==> src/rtl/mem_port_arbiter_pkg.sv <==
// Shared types for the instruction-fetch / load-store memory port arbiter.
package memarb_pkg;

  typedef enum logic [1:0] {
    IDLE = 2'd0,
    REQ  = 2'd1,
    RESP = 2'd2
  } state_e;

  typedef enum logic {
    OWN_FETCH = 1'b0,
    OWN_DATA  = 1'b1
  } owner_e;

  localparam int STREAK_W = 4;

endpackage

==> src/rtl/mem_port_arbiter_if.sv <==
// Handshaked memory-side bus; the arbiter is master, the memory is slave.
interface mem_port_arbiter_if #(
  parameter int ADDR_W = 32,
  parameter int DATA_W = 32
);
  logic              m_req;
  logic              m_we;
  logic [ADDR_W-1:0] m_addr;
  logic [DATA_W-1:0] m_wdata;
  logic              m_ready;
  logic              m_rvalid;
  logic [DATA_W-1:0] m_rdata;

  modport master (
    output m_req, m_we, m_addr, m_wdata,
    input  m_ready, m_rvalid, m_rdata
  );

  modport slave (
    input  m_req, m_we, m_addr, m_wdata,
    output m_ready, m_rvalid, m_rdata
  );
endinterface

==> src/rtl/mem_port_arbiter_chk.sv <==
// Flags a requester that drops its request while its transaction is in flight.
module mem_port_arbiter_chk (
  input logic clk,
  input logic reset,
  input logic i_busy,
  input logic i_owner_data,
  input logic i_req,
  input logic d_req
);
  a_fetch_req_held: assert property (@(posedge clk) disable iff (reset)
    (i_busy && !i_owner_data) |-> i_req);

  a_data_req_held: assert property (@(posedge clk) disable iff (reset)
    (i_busy && i_owner_data) |-> d_req);
endmodule

==> src/rtl/memarb_priority.sv <==
// Owner selection: data normally wins, but a waiting fetch is forced through
// once MAX_DATA_STREAK consecutive data grants have been made past it.
module memarb_priority
  import memarb_pkg::*;
#(
  parameter int MAX_DATA_STREAK = 4
) (
  input  logic   clk,
  input  logic   reset,
  input  logic   i_req,
  input  logic   d_req,
  input  logic   i_grant,
  output owner_e o_owner
);
  logic [STREAK_W-1:0] r_streak;
  logic                w_starved;

  assign w_starved = i_req && (r_streak == STREAK_W'(MAX_DATA_STREAK));

  always_comb begin
    o_owner = OWN_FETCH;
    if (d_req && !w_starved) begin
      o_owner = OWN_DATA;
    end else begin
      o_owner = OWN_FETCH;
    end
  end

  always_ff @(posedge clk) begin
    if (reset) begin
      r_streak <= '0;
    end else if (i_grant) begin
      if ((o_owner == OWN_FETCH) || !i_req) begin
        r_streak <= '0;
      end else if (r_streak != STREAK_W'(MAX_DATA_STREAK)) begin
        r_streak <= r_streak + 4'd1;
      end
    end
  end
endmodule

==> src/rtl/mem_port_arbiter.sv <==
// Shares one single-ported memory between the fetch and load/store ports,
// one outstanding access at a time, with a single pipeline stall output.
module mem_port_arbiter
  import memarb_pkg::*;
#(
  parameter int ADDR_W          = 32,
  parameter int DATA_W          = 32,
  parameter int MAX_DATA_STREAK = 4
) (
  input  logic               clk,
  input  logic               reset,
  input  logic               i_req,
  input  logic [ADDR_W-1:0]  i_addr,
  output logic [DATA_W-1:0]  i_rdata,
  output logic               i_valid,
  input  logic               d_req,
  input  logic               d_we,
  input  logic [ADDR_W-1:0]  d_addr,
  input  logic [DATA_W-1:0]  d_wdata,
  output logic [DATA_W-1:0]  d_rdata,
  output logic               d_valid,
  mem_port_arbiter_if.master mem,
  output logic               stall
);
  state_e            r_state, w_next;
  owner_e            r_owner, w_sel;
  logic              r_i_valid, r_d_valid;
  logic [DATA_W-1:0] r_i_rdata, r_d_rdata;
  logic              w_grant, w_in_req, w_is_data, w_accept, w_write_done, w_rvalid_hit;

  // No grant in a cycle that is still presenting a read completion: the
  // requester's req is the old one until the following cycle.
  assign w_is_data    = (r_owner == OWN_DATA);
  assign w_in_req     = (r_state == REQ);
  assign w_grant      = (r_state == IDLE) && !r_i_valid && !r_d_valid && (i_req || d_req);
  assign w_accept     = w_in_req && mem.m_ready;
  assign w_write_done = w_accept && w_is_data && d_we;
  assign w_rvalid_hit = (r_state == RESP) && mem.m_rvalid;

  memarb_priority #(.MAX_DATA_STREAK(MAX_DATA_STREAK)) u_prio (
    .clk     (clk),
    .reset   (reset),
    .i_req   (i_req),
    .d_req   (d_req),
    .i_grant (w_grant),
    .o_owner (w_sel)
  );

  mem_port_arbiter_chk u_chk (
    .clk          (clk),
    .reset        (reset),
    .i_busy       (r_state != IDLE),
    .i_owner_data (w_is_data),
    .i_req        (i_req),
    .d_req        (d_req)
  );

  assign mem.m_req   = w_in_req;
  assign mem.m_we    = w_in_req && w_is_data && d_we;
  assign mem.m_addr  = w_is_data ? d_addr : i_addr;
  assign mem.m_wdata = d_wdata;

  assign i_rdata = r_i_rdata;
  assign d_rdata = r_d_rdata;
  assign i_valid = r_i_valid && i_req;
  assign d_valid = (r_d_valid || (w_write_done && !reset)) && d_req;
  assign stall   = (i_req && !i_valid) || (d_req && !d_valid);

  always_comb begin
    w_next = r_state;
    case (r_state)
      IDLE: begin
        if (w_grant) w_next = REQ;
        else         w_next = IDLE;
      end
      REQ: begin
        if (w_accept) w_next = mem.m_we ? IDLE : RESP;
        else          w_next = REQ;
      end
      RESP: begin
        if (mem.m_rvalid) w_next = IDLE;
        else              w_next = RESP;
      end
      default: w_next = IDLE;
    endcase
  end

  always_ff @(posedge clk) begin
    if (reset) begin
      r_state   <= IDLE;
      r_owner   <= OWN_FETCH;
      r_i_valid <= 1'b0;
      r_d_valid <= 1'b0;
      r_i_rdata <= '0;
      r_d_rdata <= '0;
    end else begin
      r_state   <= w_next;
      if (w_grant) r_owner <= w_sel;
      r_i_valid <= w_rvalid_hit && !w_is_data && i_req;
      r_d_valid <= w_rvalid_hit && w_is_data && d_req;
      if (w_rvalid_hit && !w_is_data) r_i_rdata <= mem.m_rdata;
      if (w_rvalid_hit && w_is_data)  r_d_rdata <= mem.m_rdata;
    end
  end
endmodule
==> src/flat_wrapper.sv <==
// flat-port wrapper written by rule: the top's interface ports become plain ports
module mem_port_arbiter_flat import memarb_pkg::*;
#(
  parameter int ADDR_W          = 32,
  parameter int DATA_W          = 32,
  parameter int MAX_DATA_STREAK = 4
)
  (clk, reset, i_req, i_addr, i_rdata, i_valid, d_req, d_we, d_addr, d_wdata, d_rdata, d_valid, stall, mem_m_req, mem_m_we, mem_m_addr, mem_m_wdata, mem_m_ready, mem_m_rvalid, mem_m_rdata);
  mem_port_arbiter_if #(.ADDR_W(ADDR_W), .DATA_W(DATA_W)) mem_i ();
  input  logic clk;
  input  logic reset;
  input  logic i_req;
  input  logic [ADDR_W-1:0] i_addr;
  output logic [DATA_W-1:0] i_rdata;
  output logic i_valid;
  input  logic d_req;
  input  logic d_we;
  input  logic [ADDR_W-1:0] d_addr;
  input  logic [DATA_W-1:0] d_wdata;
  output logic [DATA_W-1:0] d_rdata;
  output logic d_valid;
  output logic stall;
  output wire logic [$bits(mem_i.m_req)-1:0] mem_m_req;
  output wire logic [$bits(mem_i.m_we)-1:0] mem_m_we;
  output wire logic [$bits(mem_i.m_addr)-1:0] mem_m_addr;
  output wire logic [$bits(mem_i.m_wdata)-1:0] mem_m_wdata;
  input wire logic [$bits(mem_i.m_ready)-1:0] mem_m_ready;
  input wire logic [$bits(mem_i.m_rvalid)-1:0] mem_m_rvalid;
  input wire logic [$bits(mem_i.m_rdata)-1:0] mem_m_rdata;
  assign mem_m_req = mem_i.m_req;
  assign mem_m_we = mem_i.m_we;
  assign mem_m_addr = mem_i.m_addr;
  assign mem_m_wdata = mem_i.m_wdata;
  assign mem_i.m_ready = mem_m_ready;
  assign mem_i.m_rvalid = mem_m_rvalid;
  assign mem_i.m_rdata = mem_m_rdata;
  mem_port_arbiter #(.ADDR_W(ADDR_W), .DATA_W(DATA_W), .MAX_DATA_STREAK(MAX_DATA_STREAK)) u_core (.clk(clk), .reset(reset), .i_req(i_req), .i_addr(i_addr), .i_rdata(i_rdata), .i_valid(i_valid), .d_req(d_req), .d_we(d_we), .d_addr(d_addr), .d_wdata(d_wdata), .d_rdata(d_rdata), .d_valid(d_valid), .mem(mem_i), .stall(stall));
endmodule
==> config.mk <==
export PLATFORM = sky130hd
export DESIGN_NAME = mem_port_arbiter_flat
export DESIGN_NICKNAME = d
export VERILOG_FILES = /design/src/rtl/mem_port_arbiter_pkg.sv /design/src/rtl/mem_port_arbiter_if.sv /design/src/rtl/mem_port_arbiter_chk.sv /design/src/rtl/memarb_priority.sv /design/src/rtl/mem_port_arbiter.sv /design/src/flat_wrapper.sv
export SDC_FILE = /design/constraint.sdc
export NUM_CORES = 1
export LEC_CHECK = 0
export CORE_MARGIN = 5
export CORE_UTILIZATION = 37
export CTS_BUF_LIST = sky130_fd_sc_hd__clkbuf_8
export DETAILED_ROUTE_END_ITERATION = 8
export GPL_TIMING_DRIVEN = 0
export PLACE_DENSITY = 0.95
export SETUP_SLACK_MARGIN = 0.5
export SYNTH_ARGS = -nofsm -noshare
export SYNTH_HDL_FRONTEND = slang
export SYNTH_SLANG_ARGS = --single-unit
==> constraint.sdc <==
create_clock -name clk -period 2.12 [get_ports clk]
set_clock_uncertainty 0.05 [all_clocks]
set_input_delay 0.318 -clock clk [delete_from_list [all_inputs] [get_ports clk]]
set_output_delay 0.318 -clock clk [all_outputs]
set_load 0.01 [all_outputs]
[After elaboration in Yosys (flattened, before gate mapping)]
Cells that the tools add are included.
Storage, ports and cells
  register bits: 73
  bits in latches: 0
  memory bits (writable): 0
  bits in read-only memories: 0
  input bits: 135
  output and inout port bits: 133
  logic and storage cells: 57
  memories: 0
Operators by class
  add/sub/neg operators: 1
  $mul: 0
  div/mod/pow operators: 0
  $lt $le $gt $ge: 0
  equality and inequality tests: 4
  shift operators: 0
  muxes and demuxes: 9
  bitwise operators: 1
  reduce and logical (&&, ||, !) cells: 35
Operators with widths (count)
  $mux 32: 1
  $logic_and 1x1->1: 20
  $logic_not 1->1: 8
  $mux 4: 2
  $mux 2: 3
  $pmux 2 s3: 1
  $add 4x1->4 const B: 1
  $eq 4x3->1 const B: 1
  $logic_or 1x1->1: 4
  $ne 4x3->1 const B: 1
  $eq 2x1->1 const B: 1
  $eq 2x2->1 const B: 1
  $logic_not 2->1: 1
  $mux 1: 2
  $reduce_and 2->1: 1
  $reduce_bool 2->1: 1
  $not 1->1: 1

[Longest topological paths before layout]
  depth after elaboration: 10
  mapped depth: 6
  gate-level depth less buffers: 5

[Hierarchy]
Synthesis repeated with hierarchy kept, for this count alone.
Second synthesis, totals
  cell total of the unflattened synthesis: 405
  area, all modules: 3420.8 um^2
Modules (own cells, without submodules)
  mem_port_arbiter: instances 1, cells each 378, area each 3184.3 um^2
  memarb_priority: instances 1, cells each 27, area each 236.5 um^2

[Worst setup path after synthesis]
OpenSTA, ideal clock, no wires.
  path kind: reg2out
  start: register u_core.r_state[1]
  end: output port stall
  data arrival time: 1.079 ns
  required time: 1.752 ns
  slack: 0.673 ns
  cell stages (with the launch flop): 5
  path buffers: 1
  path through: dfxtp_1 buf_2 and4b_1 a31oi_1 o2bb2ai_1
Between the ends
  longest elaborated chain between the ends: 10
RTL lines
  from (decl): RTL line mem_port_arbiter.sv:25  | state_e r_state, w_next;
  from (signal assigned): RTL line mem_port_arbiter.sv:97  | r_state <= w_next;
  $eq 2x1->1: RTL line mem_port_arbiter.sv:34  | assign w_in_req = (r_state == REQ);
  $logic_and 1x1->1: RTL line mem_port_arbiter.sv:36  | assign w_accept = w_in_req && mem.m_ready;
  $logic_and 1x1->1 (2 in series): RTL line mem_port_arbiter.sv:37  | assign w_write_done = w_accept && w_is_data && d_we;
  $logic_and 1x1->1: RTL line mem_port_arbiter.sv:66  | assign d_valid = (r_d_valid || (w_write_done && !reset)) && d_req;
  $logic_or 1x1->1: RTL line mem_port_arbiter.sv:66
  $logic_and 1x1->1: RTL line mem_port_arbiter.sv:66
  $logic_not 1->1: RTL line mem_port_arbiter.sv:67  | assign stall = (i_req && !i_valid) || (d_req && !d_valid);
  $logic_and 1x1->1: RTL line mem_port_arbiter.sv:67
  $logic_or 1x1->1: RTL line mem_port_arbiter.sv:67
  to (decl): RTL line flat_wrapper.sv:22  | output logic stall;
Every way passes these cells.

[Worst setup path after layout]
  start: register u_core.r_owner
  end: output port mem_m_addr[4]
Between the ends
  longest elaborated chain between the ends: 1
RTL lines
  from (decl): RTL line mem_port_arbiter.sv:26  | owner_e r_owner, w_sel;
  from (signal assigned): RTL line mem_port_arbiter.sv:98  | if (w_grant) r_owner <= w_sel;
  $mux 32: RTL line mem_port_arbiter.sv:60  | assign mem.m_addr = w_is_data ? d_addr : i_addr;
  to (decl): RTL line flat_wrapper.sv:25  | output wire logic [$bits(mem_i.m_addr)-1:0] mem_m_addr;
Every way passes these cells.

==> metrics.md <==
| Metric | Value |
|---|---|
| Syn Inst Count | 406 |
| Iteration-0 DRC Markers | 172 |
| Core Region | 8760 um^2 |
| Vias | 4,025 |
| Clk_lat worst skew | 340 ps |
| CTS H-tree depth | 3 |
| Sequential share of power | 0.373 |
| Number of synthesized flops with an enable pin | 0 |
| Vias in the first global route | 3,868 |
| Part of the power in combinational logic | 0.263 |
| Final Total Pwr | 0.00376 W |
| Area contributors post-synth | dfxtp_1 (44%), nand2_1 (14%), mux2_2 (11%) |
| Root Driver | clkbuf_8 |
| Largest net degree at the start of global routing | 15 |
| DPL Wire Length | 10,600 um |
| Clock Sink Count | 73 |
| Starting Density | 0.381 |
| Post-route ant nets | 0 |
| Die W | 105 um |
| Pleak | 3.59 nW |
| Internal power | 0.00281 W |
| CP Data Arrival Time | 1530 ps |
| Die H | 105 um |
| Layout cells sized above 1 | 0.317 |
| Final setup viols | 0 |
| Clock Power Share | 0.364 |
| Die ar. | 11,000 um^2 |
| Maximum vdd drop | 0.578 mV |
| Number of port buffers | 234 |
| Num CTS Buffers | 9 |
| CP Data Required Time | 1750 ps |
| Worst Setup Path Type | flop to output pin |
| R2R depth | 8 |
| CP endpoint kind | output pin |
| # rows | 34 |
| CP max FO | 5 |
| Area Growth Syn to Fin | 110% |
| TritonCTS clock tree | yes |
| Synth Area per Inst | 8.23 um^2 |
| IO Pins | 268 |
| Relative slew slack | 0.540 |
| Drt wl/cell | 19.9 um |
| Ys async rst share | 0 |
| GP Congestion | 0.819 |
| Syn Std Cell Area | 3340 um^2 |
| Max Transition Viols Final | 0 |
| Top FF cell, synth | dfxtp_1 |
| Run status | complete, no violations |
| Worst Hold Path Cells | 2 |
| PwrDens | 537 nW/um^2 |
| Final WL | 15,600 um |
| Initial antenna violation count | 0 |
| First-pass GRT wire length | 20,200 um |
| FMAX | 527 MHz |
| Net Sw Frac | 0.253 |
| Commonest non-fill, non-tap cell in the layout | clkdlybuf4s50_1 |
| Final Hold Fails | 0 |
| Seq/Total Area, Yosys | 0.437 |
| Via density | 5.11 |
| Hold Crit Class | flop to flop |
| Layout Cell Area excl Fill | 7010 um^2 |
| GRT Total Usage | 0.225 |
| Maxcap violations | 0 |
| Tcrit/Tclk final | 0.896 |
| Net load switching power | 0.000950 W |
| Reg clk slew, reported paths | 80 ps |
| Worst-Margin Slew | 689 ps |
| Drc violations | 0 |
| Ys Warns | 0 |
| Detailed Routing Iterations Pass 1 | 5 |
| Fin crit period | 1900 ps |
| CP startpoint kind | flop |
| Cts hold-fix bufs | 0 |
| NumNets Final | 811 |
| GRT Residual Overflow | 0 |
| Number of synthesized register bits | 73 |
| RSZ-0062 raised after global routing | yes |
| Antenna diode count | 0 |
| Most frequent cells in the layout | clkdlybuf4s50_1 (135), nand2_1 (111), dfxtp_1 (70) |
| Post-placement cell area | 5820 um^2 |
| CTS max path bufs | 2 |
| Yosys top cell by area | dfxtp_1 |
| Unique cell type count in the Yosys netlist | 34 |
| Syn Nets | 543 |
| Share of the synthesized area in the top cell type | 0.437 |
metal layers:
metal,vias up,part of all wire,GRT usage
met2,217,0.52,0.401
li1,1855,-,-
met1,1919,0.37,0.257
met4,0,0.020,0.0557
met3,34,0.088,0.0789
met5,-,0,0
registers in the layout (all words and copies together), names as in the netlist:
signal	cells
u_core.d_rdata	32
u_core.r_i_valid	1
u_core.r_state	2
u_core.r_d_valid	1
u_core.r_owner	1
u_core.u_prio.r_streak	4
u_core.i_rdata	32
path summary, 6_finish.rpt:
check / slack [ps] / end / start
setup reg to reg: 340 / u_core.i_rdata[28]$_SDFFE_PP0N_ / u_core.r_owner$_SDFFE_PP0P_
setup / recovery: 220 / mem_m_addr[4] / u_core.r_owner$_SDFFE_PP0P_
hold reg to reg: 410 / u_core.d_rdata[4]$_SDFFE_PP0N_ / u_core.d_rdata[4]$_SDFFE_PP0N_
hold / removal: 410 / u_core.d_rdata[4]$_SDFFE_PP0N_ / u_core.d_rdata[4]$_SDFFE_PP0N_
power by group through the flow:
stage	logic, W	registers (W)	clock network, W
after floorplan	0.000289	0.00144	0
after global placement	0.000744	0.00143	0
after detailed placement	0.000759	0.00143	0
after CTS	0.000789	0.00140	0.00137
after global routing	0.00103	0.00141	0.00144
final	0.000990	0.00140	0.00137
cells by family (layout without fill, tap and decap cells):
group,Yosys count,in the layout,share of synthesized area
simple gates,154,154,0.201
fa+ha+maj,2,2,0.00749
flops,73,73,0.437
mux,32,32,0.108
compound gates,78,78,0.125
buf+inv,67,340,0.122
cell type report:
| cell class | count | area, um^2 |
|---|---|---|
| Buffer | 61 | 508 |
| Clock buffer | 9 | 124 |
| Clock inverter | 7 | 128 |
| Fill cell | 530 | 1750 |
| Inverter | 6 | 22.5 |
| Multi-Input combinational cell | 266 | 1830 |
| Sequential cell | 73 | 1470 |
| Tap cell | 108 | 135 |
| Timing Repair Buffer | 257 | 2800 |
cells in the mapped netlist (2+ instances only):
cell type  instances
clkbuf_1          12
inv_1              6
and2_1             2
buf_2             13
dfxtp_1           73
buf_4             35
and4b_1            2
ha_1               2
mux2_2            32
nand3b_1           2
nand2_1          129
nand4_1            3
nor2b_1            5
o211ai_1           4
a21oi_1           67
stage by stage:
| stage | hold WS [ps] | setup WS [ps] | cells | TNS, ps | util |
|---|---|---|---|---|---|
| floorplan | 404 | 673 | 406 | 0 | - |
| global placement | 391 | -76.7 | 748 | -137 | 0.664 |
| detailed placement | 396 | -54.4 | 748 | -99.2 | 0.664 |
| CTS | 407 | 144 | 772 | 0 | 0.703 |
| global route | 421 | 157 | 787 | 0 | 0.800 |
| finish | 405 | 221 | 787 | 0 | 0.800 |
timing repair:
| action | CTS | global route |
|---|---|---|
| hold endpoints to repair | 0 | 0 |
| pin swaps | 1 | 22 |
| cloned | 1 | 7 |
| resized for setup | 155 | 244 |
| endpoints found under the setup margin | 61 | 132 |
| buffers inserted | 7 | 8 |
worst max-delay path, cell delays in order (launching register included):
cell and delay (ps):
dfxtp_4 370, buf_12 140, buf_6 120, buf_16 130
mux2_4 300, buf_6 130
Power figures use the tool's default switching activity.
